===== src/rtl/shift_reg_seq.sv =====
// Multi-mode shift register: one command shifts the register by a programmable
// number of positions, one position per clock, with a busy/done handshake.
module shift_reg_seq #(
    parameter int WIDTH   = 8,
    parameter int SHAMT_W = 3
) (
    input  logic               clk,
    input  logic               rst_n,
    input  logic               load,
    input  logic [WIDTH-1:0]   load_data,
    input  logic               start,
    input  logic [2:0]         mode,
    input  logic [SHAMT_W-1:0] amount,
    input  logic               sin,
    output logic [WIDTH-1:0]   regout,
    output logic               sout,
    output logic               busy,
    output logic               done,
    output logic [1:0]         dbg_state
);

    // Handshake: load/start are sampled on a rising edge only while busy is low
    // (IDLE or DONE); busy stays high for exactly `amount` cycles, then done
    // pulses for one cycle. A start sampled during done chains with no gap.

    typedef enum logic [1:0] {
        IDLE  = 2'd0,
        SHIFT = 2'd1,
        DONE  = 2'd2
    } state_t;

    localparam logic [2:0] OP_SLL = 3'd0;
    localparam logic [2:0] OP_SRL = 3'd1;
    localparam logic [2:0] OP_ROL = 3'd2;
    localparam logic [2:0] OP_ROR = 3'd3;
    localparam logic [2:0] OP_SRA = 3'd4;

    state_t             state, state_d;
    logic [WIDTH-1:0]   r, r_d;
    logic [2:0]         op, op_d;
    logic [SHAMT_W-1:0] count, count_d;
    logic [WIDTH-1:0]   shifted;

    always_comb begin
        shifted = r;
        case (op)
            OP_SLL:  shifted = {r[WIDTH-2:0], sin};
            OP_SRL:  shifted = {sin, r[WIDTH-1:1]};
            OP_ROL:  shifted = {r[WIDTH-2:0], r[WIDTH-1]};
            OP_ROR:  shifted = {r[0], r[WIDTH-1:1]};
            OP_SRA:  shifted = {r[WIDTH-1], r[WIDTH-1:1]};
            default: shifted = r;  // reserved ops run the sequence but hold data
        endcase
    end

    always_comb begin
        state_d = state;
        r_d     = r;
        op_d    = op;
        count_d = count;
        case (state)
            IDLE, DONE: begin
                state_d = IDLE;
                if (load) begin
                    r_d = load_data;
                end else if (start) begin
                    op_d = mode;
                    if (amount == '0) begin
                        state_d = DONE;
                    end else begin
                        count_d = amount;
                        state_d = SHIFT;
                    end
                end
            end
            SHIFT: begin
                r_d     = shifted;
                count_d = count - SHAMT_W'(1);
                if (count == SHAMT_W'(1)) state_d = DONE;
            end
            default: state_d = IDLE;
        endcase
    end

    always_ff @(posedge clk or negedge rst_n) begin
        if (!rst_n) begin
            state <= IDLE;
            r     <= '0;
            op    <= OP_SRL;
            count <= '0;
        end else begin
            state <= state_d;
            r     <= r_d;
            op    <= op_d;
            count <= count_d;
        end
    end

    assign regout    = r;
    assign sout      = (op == OP_SLL || op == OP_ROL) ? r[WIDTH-1] : r[0];
    assign busy      = (state == SHIFT);
    assign done      = (state == DONE);
    assign dbg_state = state;

endmodule

===== config.mk =====
export PLATFORM = sky130hd
export DESIGN_NAME = shift_reg_seq
export DESIGN_NICKNAME = d
export VERILOG_FILES = /design/src/rtl/shift_reg_seq.sv
export SDC_FILE = /design/constraint.sdc
export NUM_CORES = 1
export LEC_CHECK = 0
export CAP_MARGIN = 25
export CORE_ASPECT_RATIO = 1.4
export CORE_MARGIN = 5
export CORE_UTILIZATION = 47
export DETAILED_ROUTE_END_ITERATION = 6
export PLACE_DENSITY = 0.86
export RECOVER_POWER = 50
export SLEW_MARGIN = 0
export SYNTH_ARGS = -nofsm -noshare
export SYNTH_HDL_FRONTEND = slang
export SYNTH_SLANG_ARGS = --single-unit

===== constraint.sdc =====
create_clock -name clk -period 1.7 [get_ports clk]
set_input_delay 0.34 -clock clk [delete_from_list [all_inputs] [get_ports clk]]
set_output_delay 0.34 -clock clk [all_outputs]
set_load 0.01 [all_outputs]

==> metrics.csv <==
stage;metric;value;unit
status;status;completed;
timing;Final min period;1.664;ns
pwr;clock power share;8.4;%
clocking;CTS tree;yes;
floorplanning;Core ar.;0.002338;mm^2
logic_synthesis;post-synthesis sequential area ratio;35.87;%
timing;Slew @ Worst Pin;0.8797;ns
logic_synthesis;Yosys Warn Count;0;
critical_path;worst-path maximum fanout;4;
final_layout;share of cells above drive strength 1;17.33;%
place;DP HPWL;2139;um
min_path;min-delay worst type;register to register;
drt;per-cell routed wire length;15.88;um
drt;Post-Route WL;2747;um
critical_path;critical path class;register to primary output;
final_layout;fill count;189;
clocking;Clk Latency, worst-skew pair;0.29;ns
drt;vias per std cell;5.948;
critical_path;Max stage delay on crit path;0.58;ns
global_route;GRT Total Usage;17.42;%
clocking;hold_buf cts;0;
floorplanning;Die Y;67.76;um
critical_path;crit path DAT;1.32;ns
timing;fin. max-slew vios;0;
clocking;H-tree Lvls;1;
pwr;Sw Ratio;43.41;%
pwr;P_int;0.001691;W
final_layout;commonest non-fill, non-tap cells in the layout;clkdlybuf4s50_1, dfrtp_1, o21ai_1;
final_layout;Final nets;172;
floorplanning;die area;0.003473;mm^2
place;IO Port Bufs;31;
pwr;worst ir drop on vdd;0.001275;V
drt;drt first pass iters;4;
critical_path;slowest CP cell;clkdlybuf4s50_1;
place;Placement Setup Slack;-0.1572;ns
global_route;GRT Residual Overflow;0;
floorplanning;Initial Utilization;47.89;%
place;Placed Cells;169;
timing;f_max;0.6010;GHz
floorplanning;IO Count;32;
critical_path;CP delay by family, top;buffers and inverters;
logic_synthesis;Mapped Area;0.001120;mm^2
logic_synthesis;syn nets;136;
clocking;CTS clk-pin slew, worst paths;0.10;ns
final_layout;commonest non-fill, non-tap cell in the layout;clkdlybuf4s50_1;
pwr;combinational power share;63.6;%
timing;Rel. slew slack;41.36;%
critical_path;ordered list of cells on the worst path;clkdlybuf4s50_1;
pwr;Power per Cell Area;1991;mW/mm^2
timing;final hold violation count;0;
critical_path;element type at the critical path end;primary output;
pwr;P_leak;0.6452;nW
global_route;vias in the first global route;1003;
place;Final GP Congestion;0.8032;
critical_path;flop-to-flop setup slack;0.10;ns
pwr;part of the power in registers;27.9;%
clocking;Root Buffer;clkbuf_4;
floorplanning;Site Rows;21;
critical_path;CP required;1.36;ns
global_route;global-route wire length before repair;4526;um
drt;DR DRC count;0;
floorplanning;Die X;51.26;um
final_layout;Area Overhead vs Synth;34.08;%
logic_synthesis;synthesized area per cell;9.738;um^2
timing;final setup fails;0;
timing;min setup slack post-route;0.03598;ns
pwr;switching power;0.001297;W
critical_path;Setup crit start kind;register;
logic_synthesis;#FFs+latches synth;16;
global_route;largest net degree at the start of global routing;20;
logic_synthesis;synth unique cells;39;
timing;crit share post-route;97.88;%
clocking;CTS sink cnt;16;
global_route;initial antenna violation count;0;
logic_synthesis;post-synthesis cell count;115;
drt;Post-DRT Antenna Nets;0;
clocking;Longest Clk Path Bufs;2;
final_layout;Non-Filler Instances;173;
critical_path;Crit path buffers/inverters;1;
timing;clk_skew;0.004124;ns
flow_run;max_cap viols;0;
final_layout;ant diodes;0;
clocking;total CTS buffers;3;
drt;via count;1029;
timing;RSZ-0062 raised after global routing;false;
drt;DRT iter0 DRCs;30;
## stage by stage
stage          setup TNS (ns)  power [W]  util [%]  hold WS, ns  instance area [um^2]
6_report                    0   0.002989     64.21       0.5216                  1501
5_1_grt                     0   0.003223     64.21       0.5734                  1501
4_1_cts                     0   0.002992     64.26       0.3635                  1503
3_5_place_dp          -0.9085   0.002748     62.55       0.5010                  1463
3_3_place_gp          -0.3870   0.002670     62.55       0.4951                  1463
2_1_floorplan               0   0.002102         -      0.04441                  1120
## routing by layer
| metal | vias up | GRT usage, % | share of wire [%] |
|---|---|---|---|
| met4 | 0 | 10.16 | 3.2 |
| met3 | 10 | 3.753 | 5.8 |
| met1 | 494 | 18.58 | 39 |
| met2 | 30 | 31.29 | 52 |
| li1 | 495 | - | - |
| met5 | - | 0 | 0 |
## registers in the layout (all words and copies together), names as in the netlist
| signal | flops |
|---|---|
| dbg_state | 2 |
| count | 3 |
| regout | 8 |
| op | 3 |
## final cells by class
type                       count  area [um^2]  share of cell area [%]
sequential                    16        404.1                   26.92
timing repair buffer          38        355.3                   23.67
inverter                       6        25.02                   1.667
tap                           23        28.78                   1.917
clock buffer                   4        36.28                   2.417
multi-input combinational     86        651.9                   43.42
## synthesized netlist by cell type, drive strengths merged
cell / number / area share (%)
and3: 1 / 0.56
buf: 6 / 4.0
a22o: 1 / 0.78
a32oi: 5 / 3.9
a21oi: 8 / 4.6
o41ai: 1 / 0.78
nor3b: 1 / 1.7
dfrtp: 15 / 34
mux2: 8 / 9.7
a22oi: 4 / 2.7
nand2: 10 / 3.6
o2111ai: 1 / 0.78
nor2: 4 / 1.3
inv: 6 / 2.2
dfstp: 1 / 2.3
nand3: 1 / 0.45
o22ai: 1 / 0.56
or3: 1 / 0.56
nor2b: 4 / 2.9
o31ai: 1 / 0.67
nand2b: 1 / 0.56
o211ai: 1 / 0.67
a31oi: 1 / 0.56
nor3: 1 / 0.45
ha: 2 / 2.2
o21ai: 17 / 7.9
clkbuf: 1 / 0.33
nand3b: 1 / 0.67
mux2i: 10 / 8.9
## power groups by stage
stage / clock, W / sequential, W / combinational [W]
finish: 0.000252 / 0.000835 / 0.00190
global route: 0.000269 / 0.000867 / 0.00209
global placement: 0 / 0.000812 / 0.00186
CTS: 0.000255 / 0.000823 / 0.00191
floorplan: 0 / 0.000833 / 0.00127
detailed placement: 0 / 0.000822 / 0.00193
## cells by family after synthesis
kind of cell,count (synthesis),synth area share [%]
buffers and inverters,13,6.592
flip-flops,16,35.87
AO/OA/AOI/OAI,41,23.91
adder cells (fa/ha/maj),2,2.234
AND/OR/NAND/NOR,25,12.74
multiplexers,18,18.66
## what timing repair did
action	4_1_cts	5_1_grt
gates resized for setup	4	4
setup endpoints to repair	3	3
setup buffers	0	0
## worst paths after layout
check / endpoint / from / cells after the start
worst max register to register: regout[3] / op[2] / 5
worst min-delay path: count[0] / count[0] / 1
worst min register to register: count[0] / count[0] / 1
worst max-delay path: dbg_state[0] / dbg_state[0] / 1
min in group asynchronous: regout[6] / rst_n / 2
max in group asynchronous: regout[7] / rst_n / 2
Note: power is estimated with default switching activity, not from simulation.
